**config.mk**
```make
export PLATFORM = sky130hd
export DESIGN_NAME = ddc_sample_packer
export DESIGN_NICKNAME = d
export VERILOG_FILES = /design/src/rtl/ddc_pkg.sv /design/src/rtl/ddc_sample_packer.sv
export SDC_FILE = /design/constraint.sdc
export NUM_CORES = 1
export LEC_CHECK = 0
export CAP_MARGIN = 30
export CORE_ASPECT_RATIO = 0.6
export CORE_MARGIN = 5
export CORE_UTILIZATION = 55
export DETAILED_ROUTE_END_ITERATION = 7
export PLACE_DENSITY = 0.95
export SLEW_MARGIN = 15
export SYNTH_ARGS = -nofsm -noshare
export SYNTH_HDL_FRONTEND = slang
export SYNTH_SLANG_ARGS = --single-unit
```
**constraint.sdc**
```tcl
create_clock -name aclk -period 10.9 [get_ports aclk]
set_input_delay 2.18 -clock aclk [delete_from_list [all_inputs] [get_ports aclk]]
set_output_delay 2.18 -clock aclk [all_outputs]
set_load 0.03 [all_outputs]
```
**src/rtl/ddc_pkg.sv**
```systemverilog
// Shared types and helpers for the DDC sample packer: phase encoding,
// stream widths and the optional I/Q byte-reversal.
package ddc_pkg;

    localparam int unsigned SAMPLE_BITS = 48;
    localparam int unsigned WORD_BITS   = 64;

    typedef enum logic [1:0] {
        P0 = 2'd0,
        P1 = 2'd1,
        P2 = 2'd2,
        P3 = 2'd3
    } phase_t;

    // Reverse the three bytes of I and of Q independently.
    function automatic logic [SAMPLE_BITS-1:0] iq_byteswap(input logic [SAMPLE_BITS-1:0] x);
        return {x[31:24], x[39:32], x[47:40], x[7:0], x[15:8], x[23:16]};
    endfunction

endpackage

```
**src/rtl/ddc_sample_packer.sv**
```systemverilog
// Packs 48-bit I/Q samples densely into 64-bit words (4 samples -> 3 words).
// Optional macro DDC_PACKER_BYTESWAP_EN adds a byteswap input for big-endian samples.
module ddc_sample_packer
    import ddc_pkg::*;
#(
    parameter int unsigned SAMPLE_W = 24,
    parameter int unsigned COUNT_W  = 32
) (
    input  logic                   aclk,
    input  logic                   rst,
`ifdef DDC_PACKER_BYTESWAP_EN
    input  logic                   byteswap,
`endif
    input  logic [SAMPLE_BITS-1:0] s_axis_tdata,
    input  logic                   s_axis_tvalid,
    output logic                   s_axis_tready,
    output logic [WORD_BITS-1:0]   m_axis_tdata,
    output logic                   m_axis_tvalid,
    input  logic                   m_axis_tready,
    input  logic                   flush,
    output logic [COUNT_W-1:0]     word_count,
    output logic                   busy
);

    // The packing slices below are hard-wired for 24-bit I and Q.
    if (SAMPLE_W != SAMPLE_BITS / 2) begin : g_width_check
        $error("ddc_sample_packer: SAMPLE_W must be 24");
    end

    phase_t                  r_phase;
    logic [SAMPLE_BITS-1:0]  r_res;
    logic [WORD_BITS-1:0]    r_data;
    logic                    r_valid;
    logic [COUNT_W-1:0]      r_count;
    logic                    r_flush_pend;

    logic [SAMPLE_BITS-1:0]  w_sample;
    logic                    w_hs;
    logic                    w_flush_svc;

`ifdef DDC_PACKER_BYTESWAP_EN
    assign w_sample = byteswap ? iq_byteswap(s_axis_tdata) : s_axis_tdata;
`else
    assign w_sample = s_axis_tdata;
`endif

    // The output slot is free when empty or being drained this cycle.
    assign s_axis_tready = ~r_valid | m_axis_tready;
    assign w_hs          = s_axis_tvalid & s_axis_tready;
    assign w_flush_svc   = r_flush_pend & ~w_hs & s_axis_tready;

    assign m_axis_tdata  = r_data;
    assign m_axis_tvalid = r_valid;
    assign word_count    = r_count;
    assign busy          = (r_phase != P0) | r_valid;

    always_ff @(posedge aclk or posedge rst) begin
        if (rst) begin
            r_phase      <= P0;
            r_res        <= '0;
            r_data       <= '0;
            r_valid      <= 1'b0;
            r_count      <= '0;
            r_flush_pend <= 1'b0;
        end else begin
            if (flush) begin
                r_flush_pend <= 1'b1;
            end else if (w_flush_svc) begin
                r_flush_pend <= 1'b0;
            end

            if (r_valid && m_axis_tready) begin
                r_count <= r_count + COUNT_W'(1);
                r_valid <= 1'b0;
            end

            if (w_hs) begin
                // Residue always sits right-aligned in r_res with zero upper bits.
                case (r_phase)
                    P0: begin
                        r_res   <= w_sample;
                        r_phase <= P1;
                    end
                    P1: begin
                        r_data  <= {w_sample[15:0], r_res};
                        r_valid <= 1'b1;
                        r_res   <= {16'h0, w_sample[47:16]};
                        r_phase <= P2;
                    end
                    P2: begin
                        r_data  <= {w_sample[31:0], r_res[31:0]};
                        r_valid <= 1'b1;
                        r_res   <= {32'h0, w_sample[47:32]};
                        r_phase <= P3;
                    end
                    P3: begin
                        r_data  <= {w_sample, r_res[15:0]};
                        r_valid <= 1'b1;
                        r_res   <= '0;
                        r_phase <= P0;
                    end
                endcase
            end else if (w_flush_svc) begin
                if (r_phase != P0) begin
                    r_data  <= {16'h0, r_res};
                    r_valid <= 1'b1;
                end
                r_res   <= '0;
                r_phase <= P0;
            end
        end
    end

endmodule

```
==> impl_results.md, run 1 <==
* 1st-pass router iterations at 8
* Die footprint at 0.0150 mm^2
* First DRT Iteration DRCs at 1,314
* Leakage Power at 4.07 nW
* Number of global-route vias before repair at 5,977
* Synth Warn # at 0
* Cell Count Post-Placement at 972
* Commonest cells post-synth: dfrtp_1, nand2_1, nor2_1
* Primary FF master, synth: dfrtp_1
* Worst-path clk slew at 0.07 ns
* Initial Utilization at 0.567
* Setup ws final at 4.96 ns
* Clock sink count at 148
* Slew Limit Headroom at 0.359
* Area post-placement at 0.00845 mm^2
* Layout Cells excl Fill at 1,005
* H-tree depth at 4
* Fmax at 168 MHz
* Part of the Yosys area used for sequential elements at 0.537
* ANT nets after route at 0
* Pwr dens at 303 mW/mm^2
* Unrepaired setup endpoints after global routing: no
* Worst vdd ir at 0.000180 V
* Hold crit path type: reg2reg
* Setup TNS at 0 ns
* Clk_lat worst skew at 0.42 ns
* # resized after CTS at 0
* Crit share post-route at 0.545
* Total power at 2.75 mW
* Netlist Area Pre-Place at 0.00690 mm^2
* Number of max-cap violations at 0
* Final setup fails at 0
* Final core occ at 0.743
* Vias per inst at 6.34
* Data arrival, critical path at 3.76 ns
* Actual slew at the worst max-slew pin at 0.961 ns
* Synth unique cells at 37
* Overflow after GRT at 0
* Design area at 0.00905 mm^2
* Share of cells above drive strength 1 at 0.0798
* Core box area at 0.0122 mm^2
* Count leader, synth: dfrtp_1
* Initial antenna violation count at 0
* CP endpoint kind: primary output
* WHS at 0.469 ns
* I/O pins at 152
* Clock buffer count from CTS at 17
* Synth-to-Final Area Change at 31.1%
* Fin. Hold Viols at 0
* PortBufs at 151
* Failing checks: DRC
* CP max FO at 8
* Final Critical Period at 5.94 ns
* First-pass GRT wire length at 33,800 um
* GRT Total Usage at 0.286
* CP Data Required Time at 8.72 ns
* Buffer count from post-CTS setup fixing at 0
* Die W at 155 um
* Largest net degree at the start of global routing at 97
* DRC violations left at 7
* Root buf cell: clkbuf_16
* Detailed Place HPWL at 14,200 um
* Cell type with the largest total area after synthesis: dfrtp_1
* Die Ht at 96.8 um
* Syn Inst Count at 699
* Ranking of synthesized cells by area: dfrtp_1, nand2_1, nor2_1, a22o_1, a21oi_1
* Count of state elements after synthesis at 148
* Clock Path Buffers at 2
* Row cnt at 31
* Nature of the critical path startpoint: input port
* Final wirelength at 21,800 um
* Critical path class: in2out
* N_diodes at 0
* # nets final at 886
* Syn Nets at 758
* Post-Place Worst Slack at 4.97 ns
* CTS tree: yes
* Status: finished, violations left
* Max-slew violations at 0
* Hold-fix buffers, CTS at 0
* Post-synth EDFFs at 0
* Vias at 6,368
* Share of synthesized flip-flops with an asynchronous set or reset at 1.00
* Routed WL per cell at 21.7 um
* GPL Wtd Cong at 0.954
* Clock Skew at 0.00969 ns
* Yosys top cell area share at 0.537
* Syn avg cell area at 9.88 um^2
==> cells in the final DEF (no fill, tap or decap), types with 3 or more instances in the layout <==
master	n
a22o_1	32
a221oi_1	6
buf_4	9
nand3_1	6
o31ai_1	16
a22oi_1	32
a21oi_1	48
nor3_1	9
ha_1	6
inv_1	20
a222oi_1	16
nand2b_1	4
and3_1	8
clkdlybuf4s50_1	151
xnor2_1	11
nand2_1	120
clkinv_4	3
inv_6	7
nor2_1	81
clkinvlp_4	3
a221oi_2	10
o21ai_0	24
clkbuf_16	17
dfrtp_1	148
o21ai_1	10
xor2_1	20
==> logic make-up after synthesis <==
kind of cell | synth area share
XOR/XNOR | 0.0393
AO/OA/AOI/OAI | 0.209
buffers and inverters | 0.0544
multiplexers | 0.00163
adder cells (fa/ha/maj) | 0.0109
AND/OR/NAND/NOR | 0.149
flip-flops | 0.537
==> path summary, 6_finish.rpt <==
| path | start | to | slack (ns) | cells past startpoint |
|---|---|---|---|---|
| min in group asynchronous | rst | m_axis_tdata[46]$_DFFE_PP0P_ | 2.21 | 2 |
| max in group asynchronous | rst | m_axis_tdata[19]$_DFFE_PP0P_ | 7.48 | 4 |
| worst max-delay path | m_axis_tready | s_axis_tready | 4.96 | 3 |
| worst min register to register | r_res[9]$_DFFE_PP0P_ | m_axis_tdata[9]$_DFFE_PP0P_ | 0.47 | 2 |
| worst max register to register | r_phase[0]$_DFFE_PP0P_ | m_axis_tdata[29]$_DFFE_PP0P_ | 7.92 | 5 |
| worst min-delay path | r_res[9]$_DFFE_PP0P_ | m_axis_tdata[9]$_DFFE_PP0P_ | 0.47 | 2 |
==> registers in the layout, summed over array words and instances, names as in the netlist <==
| register | flops |
|---|---|
| m_axis_tdata | 64 |
| r_res | 48 |
| word_count | 32 |
| r_phase | 2 |
| m_axis_tvalid | 1 |
| r_flush_pend | 1 |
==> layout make-up <==
class                      count  area, um^2
fill                         831        3130
sequential                   148        3700
multi-input combinational    476        2840
timing repair buffer         163        1650
inverter                      21        83.8
clock buffer                  17         425
tap                          165         206
clock inverter                15         148
==> critical path, stage by stage <==
cell and delay, ns:
clkdlybuf4s50_1 0.49, nand2b_1 0.34, clkdlybuf4s50_1 0.75
==> layer usage <==
metal  routed length, um  part of all wire  GRT usage
met5                   0                 0          0
met3                3070              0.14      0.110
met4                 932             0.043      0.102
met1                8630              0.40      0.413
met2                9140              0.42      0.390
==> where the power goes <==
part | leakage (nW) | internal (mW) | switching (mW) | total, mW
registers | 1.94 | 0.745 | 0.134 | 0.879
clock network | 0.274 | 0.320 | 0.252 | 0.573
logic | 1.86 | 0.471 | 0.822 | 1.29
(Power assumes the default switching activity.)
==> run 2: changes to the inputs <==
Settings changed: CORE_UTILIZATION 55 to 46, PLACE_DENSITY 0.95 to 0.87.
Clock period 10.9 ns to 4.9 ns, I/O delays scaled along.
==> impl_results.md, run 2 (synthesis results as in run 1) <==
* Status: finished, violations left (unchanged)
* CP max FO at 8 (unchanged)
* Synth-to-Final Area Change at 32.5% (was 31.1%)
* N_diodes at 0 (unchanged)
* Actual slew at the worst max-slew pin at 0.709 ns (was 0.961 ns)
* Buffer count from post-CTS setup fixing at 0 (unchanged)
* Hold crit path type: reg2reg (unchanged)
* Detailed Place HPWL at 14,900 um (was 14,200 um)
* Nature of the critical path startpoint: input port (unchanged)
* Largest net degree at the start of global routing at 55 (was 97)
* Die footprint at 0.0176 mm^2 (was 0.0150 mm^2)
* DRC violations left at 1 (was 7)
* Unrepaired setup endpoints after global routing: no (unchanged)
* Die W at 168 um (was 155 um)
* Vias per inst at 5.82 (was 6.34)
* Clock Skew at 0.00901 ns (was 0.00969 ns)
* Core box area at 0.0146 mm^2 (was 0.0122 mm^2)
* CP Data Required Time at 3.92 ns (was 8.72 ns)
* Final wirelength at 21,200 um (was 21,800 um)
* WHS at 0.474 ns (was 0.469 ns)
* Area post-placement at 0.00856 mm^2 (was 0.00845 mm^2)
* Worst-path clk slew at 0.06 ns (was 0.07 ns)
* Routed WL per cell at 20.4 um (was 21.7 um)
* GPL Wtd Cong at 0.977 (was 0.954)
* Max reg flops at 64 (unchanged)
* Failing checks: DRC (unchanged)
* Design area at 0.00915 mm^2 (was 0.00905 mm^2)
* Max-slew violations at 0 (unchanged)
* CTS tree: yes (unchanged)
* ANT nets after route at 0 (unchanged)
* Final setup fails at 0 (unchanged)
* Number of global-route vias before repair at 5,834 (was 5,977)
* Clk_lat worst skew at 0.42 ns (about the same)
* Clock Path Buffers at 2 (unchanged)
* PortBufs at 151 (unchanged)
* Setup ws final at 1.30 ns (was 4.96 ns)
* Final Critical Period at 3.60 ns
* Initial antenna violation count at 0 (unchanged)
* First DRT Iteration DRCs at 965 (was 1,314)
* Crit share post-route at 0.735
* Share of cells above drive strength 1 at 0.0852 (was 0.0798)
* CP endpoint kind: primary output (unchanged)
* H-tree depth at 4 (unchanged)
* Setup TNS at 0 ns (unchanged)
* Slew Limit Headroom at 0.526 (was 0.359)
* GRT Total Usage at 0.240 (was 0.286)
* First-pass GRT wire length at 33,500 um (was 33,800 um)
* Post-Place Worst Slack at 1.32 ns (was 4.97 ns)
* Fmax at 278 MHz
* Commonest non-fill, non-tap cell in the layout: clkdlybuf4s50_1 (unchanged)
* Clock sink count at 148 (unchanged)
* Data arrival, critical path at 2.62 ns (was 3.76 ns)
* Root buf cell: clkbuf_16 (unchanged)
* Initial Utilization at 0.473 (was 0.567)
* Fin. Hold Viols at 0 (unchanged)
* Number of max-cap violations at 0 (unchanged)
* Overflow after GRT at 0 (unchanged)
* Clock buffer count from CTS at 17 (unchanged)
* Vias at 6,070 (was 6,368)
* I/O pins at 152 (unchanged)
* Row cnt at 34 (was 31)
* Fill cells at 1,147 (was 831)
* Critical path class: in2out (unchanged)
* # nets final at 891 (was 886)
* Pwr dens at 665 mW/mm^2 (was 303 mW/mm^2)
* Leakage Power at 4.10 nW (was 4.07 nW)
* Hold-fix buffers, CTS at 0 (unchanged)
* 1st-pass router iterations at 8 (unchanged)
* Most frequent cells in the layout: clkdlybuf4s50_1, dfrtp_1, nand2_1 (unchanged)
* Die Ht at 105 um (was 96.8 um)
* Worst vdd ir at 0.000395 V (was 0.000180 V)
* # resized after CTS at 0 (unchanged)
[run 2: cell count changes in the layout (fill, tap and decap cells not counted)]
cell        before  now
buf_12           0    3
buf_4            9   12
buf_16           2    0
buf_8            0    2
inv_6            7    5
buf_6            1    0
clkbuf_8         0    1
clkinv_2         1    0
clkinvlp_4       3    4
inv_8            1    2
[run 2: cell type report]
class,count,area [um^2],area share
Tap cell,198,248,0.0271
Timing Repair Buffer,168,1690,0.185
Clock buffer,18,439,0.0480
Sequential cell,148,3700,0.405
Clock inverter,14,145,0.0159
Multi-Input combinational cell,476,2840,0.310
Inverter,21,82.6,0.00903
[run 2: worst paths after layout]
path,depth (start not counted),slack [ns],startpoint,endpoint
max reg2reg,7,2.48,m_axis_tvalid$_DFF_PP0_,m_axis_tdata[30]$_DFFE_PP0P_
min in group asynchronous,2,0.92,rst,r_res[39]$_DFFE_PP0P_
min reg2reg,1,0.47,word_count[31]$_DFFE_PP0P_,word_count[31]$_DFFE_PP0P_
min,1,0.47,word_count[31]$_DFFE_PP0P_,word_count[31]$_DFFE_PP0P_
max in group asynchronous,4,3.06,rst,m_axis_tdata[25]$_DFFE_PP0P_
max,3,1.30,m_axis_tready,s_axis_tready
[run 2: where the power goes]
group | internal [mW] | total (mW) | switching [mW] | leakage [nW]
sequential | 1.66 | 1.96 | 0.303 | 1.94
combinational | 1.06 | 2.83 | 1.77 | 1.88
clock | 0.729 | 1.29 | 0.557 | 0.278
total | 3.44 | 6.08 | 2.63 | 4.10
[run 2: layer usage]
layer	global-route usage	routed length, um	share of wire
met5	0	0	0
met4	0.0579	350	0.016
met3	0.0989	2950	0.14
met2	0.329	8740	0.41
met1	0.354	9190	0.43
[run 2: critical path: stages]
cell and delay [ns]:
clkdlybuf4s50_1 0.50, nand2b_1 0.37, clkdlybuf4s50_1 0.76
[run 2: stage by stage]
step                      power, mW  instances   util
after floorplan                3.71        699      -
after global placement         4.66       1008  0.583
after detailed placement       4.75       1011  0.587
after CTS                      6.07       1043  0.627
after global routing           6.42       1043  0.627
final                          6.08       1043  0.627
==> run 3: changes to the inputs <==
Settings changed: CORE_UTILIZATION 46 to 51, PLACE_DENSITY 0.87 to 0.9.
Clock period 4.9 ns to 3.35 ns, I/O delays scaled along.
==> impl_results.md, run 3 (synthesis results as in run 1) <==
* Pwr dens at 979 mW/mm^2 (was 665 mW/mm^2)
* Die W at 160 um (was 168 um)
* Crit-path cells: clkdlybuf4s50_1, nand2b_1, clkdlybuf4s50_1 (unchanged)
* H-tree depth at 4 (unchanged)
* Gate power share at 0.463 (was 0.466)
* Clock sink count at 148 (unchanged)
* Initial Utilization at 0.529 (was 0.473)
* Max reg flops at 64 (unchanged)
* Clock Path Buffers at 2 (unchanged)
* ANT nets after route at 0 (unchanged)
* Critical path class: in2out (unchanged)
* Synth-to-Final Area Change at 32.0% (was 32.5%)
* 1st-pass router iterations at 8 (unchanged)
* Fmax at 347 MHz
* Fill cells at 944 (was 1,147)
* Multi-input gate area at 0.00284 mm^2 (unchanged)
* Routed WL per cell at 20.7 um (was 20.4 um)
* # nets final at 890 (was 891)
* Cell mode on critical path: clkdlybuf4s50_1 (unchanged)
* Clk_lat worst skew at 0.43 ns (was 0.42 ns)
* Slowest stage delay, CP at 0.74 ns (was 0.76 ns)
* Slew Limit Headroom at 0.340 (was 0.526)
* CP Data Required Time at 2.68 ns (was 3.92 ns)
* I/O pins at 152 (unchanged)
* Fin. Hold Viols at 0 (unchanged)
* Largest net degree at the start of global routing at 81 (was 55)
* First DRT Iteration DRCs at 905 (was 965)
* Failing checks: DRC (unchanged)
* Share of cells above drive strength 1 at 0.0841 (was 0.0852)
* CTS tree: yes (unchanged)
* Detailed Place HPWL at 14,400 um (was 14,900 um)
* Nature of the critical path startpoint: input port (unchanged)
* Switching pwr at 3.88 mW (was 2.63 mW)
* PortBufs at 151 (unchanged)
* Setup TNS at 0 ns (unchanged)
* Final setup fails at 0 (unchanged)
* CP Buf/Inv Count at 2 (unchanged)
* CP max FO at 6 (was 8)
* Vias per inst at 5.98 (was 5.82)
* Buffer count from post-CTS setup fixing at 0 (unchanged)
* DRC violations left at 6 (was 1)
* Initial antenna violation count at 0 (unchanged)
* Clock power frac at 0.214 (was 0.212)
* Crit share post-route at 0.860
* Status: finished, violations left (unchanged)
* Worst-path clk slew at 0.07 ns (was 0.06 ns)
* Number of max-cap violations at 0 (unchanged)
* Row cnt at 32 (was 34)
* Root buf cell: clkbuf_16 (unchanged)
* Number of global-route vias before repair at 5,885 (was 5,834)
* FF+latch area at 0.00370 mm^2 (unchanged)
* Final Critical Period at 2.88 ns
* Leakage Power at 4.10 nW (about the same)
* Clock buffer count from CTS at 17 (unchanged)
* Total power at 8.92 mW (was 6.08 mW)
* Switching share of power at 0.435 (was 0.433)
* Most frequent cells in the layout: clkdlybuf4s50_1, dfrtp_1, nand2_1 (unchanged)
* Die footprint at 0.0160 mm^2 (was 0.0176 mm^2)
* Internal power at 5.04 mW (was 3.44 mW)
* Worst vdd ir at 0.000658 V (was 0.000395 V)
* Hold crit path type: reg2reg (unchanged)
* Clock Skew at 0.0112 ns (was 0.00901 ns)
* # resized after CTS at 0 (unchanged)
* CP endpoint kind: primary output (unchanged)
* Actual slew at the worst max-slew pin at 0.986 ns (was 0.709 ns)
* Final wirelength at 21,000 um (was 21,200 um)
* Unrepaired setup endpoints after global routing: no (unchanged)
* Max-slew violations at 0 (unchanged)
* GPL Wtd Cong at 0.994 (was 0.977)
* GRT Total Usage at 0.261 (was 0.240)
* Overflow after GRT at 0 (unchanged)
* Crit-path leading delay family: buffers and inverters (unchanged)
* Core box area at 0.0131 mm^2 (was 0.0146 mm^2)
* Vias at 6,059 (was 6,070)
* First-pass GRT wire length at 32,600 um (was 33,500 um)
* Slowest stage cell, crit path: clkdlybuf4s50_1 (unchanged)
* Hold-fix buffers, CTS at 0 (unchanged)
* N_diodes at 0 (unchanged)
* Sequential fraction of design power at 0.323 (was 0.322)
* Die Ht at 100 um (was 105 um)
* Commonest non-fill, non-tap cell in the layout: clkdlybuf4s50_1 (unchanged)
* Data arrival, critical path at 2.21 ns (was 2.62 ns)
run 3: changes by cell type in the layout (fill, tap and decap cells not counted), sizes merged:
cell	change
buf	-1
clkbuf	-1
clkinvlp	-1
inv	+2
run 3: worst paths after layout:
path	startpoint	end	slack (ns)	cells past startpoint
min in group asynchronous	rst	word_count[31]$_DFFE_PP0P_	0.52	2
hold / removal	r_res[3]$_DFFE_PP0P_	m_axis_tdata[3]$_DFFE_PP0P_	0.46	2
setup / recovery	m_axis_tready	s_axis_tready	0.47	3
max in group asynchronous	rst	m_axis_tdata[25]$_DFFE_PP0P_	2.17	3
hold reg to reg	r_res[3]$_DFFE_PP0P_	m_axis_tdata[3]$_DFFE_PP0P_	0.46	2
setup reg to reg	r_phase[1]$_DFFE_PP0P_	m_axis_tdata[26]$_DFFE_PP0P_	1.01	6
run 3: tightest hold or removal path: stages (launching register included):
cell and delay, ns:
dfrtp_1 0.34, nand2_1 0.05, nand2_1 0.04
run 3: layout make-up:
type	count	area share
inverters	21	0.00906
multi-input cells	476	0.311
flip-flops and latches	148	0.407
clock inverters	15	0.0176
repair buffers	167	0.185
clock buffers	17	0.0467
well taps	170	0.0233
run 3: stage by stage:
step	worst slack [ns]	area, um^2	utilization	hold WS [ns]	instances
3_3_place_gp	0.487	8490	0.650	0.451	980
4_1_cts	0.460	9110	0.698	0.464	1014
5_1_grt	0.404	9110	0.698	0.489	1014
6_report	0.470	9110	0.698	0.459	1014
2_1_floorplan	0.819	6910	-	0.439	699
3_5_place_dp	0.440	8520	0.653	0.451	982
run 3: layer usage:
layer / up-vias / part of all wire / wire, um / global-route usage
met1: 2880 / 0.44 / 9270 / 0.386
met3: 67 / 0.13 / 2650 / 0.0936
met5: - / 0 / 0 / 0
li1: 2721 / - / - / -
met2: 391 / 0.41 / 8560 / 0.358
met4: 0 / 0.026 / 553 / 0.0806
run 3: power by group through the flow:
stage / logic (mW) / registers [mW] / clock network, mW
finish: 4.13 / 2.88 / 1.91
global route: 4.42 / 2.94 / 2.00
CTS: 4.11 / 2.86 / 1.92
global placement: 3.93 / 2.86 / 0
detailed placement: 4.05 / 2.87 / 0
floorplan: 1.88 / 3.54 / 0
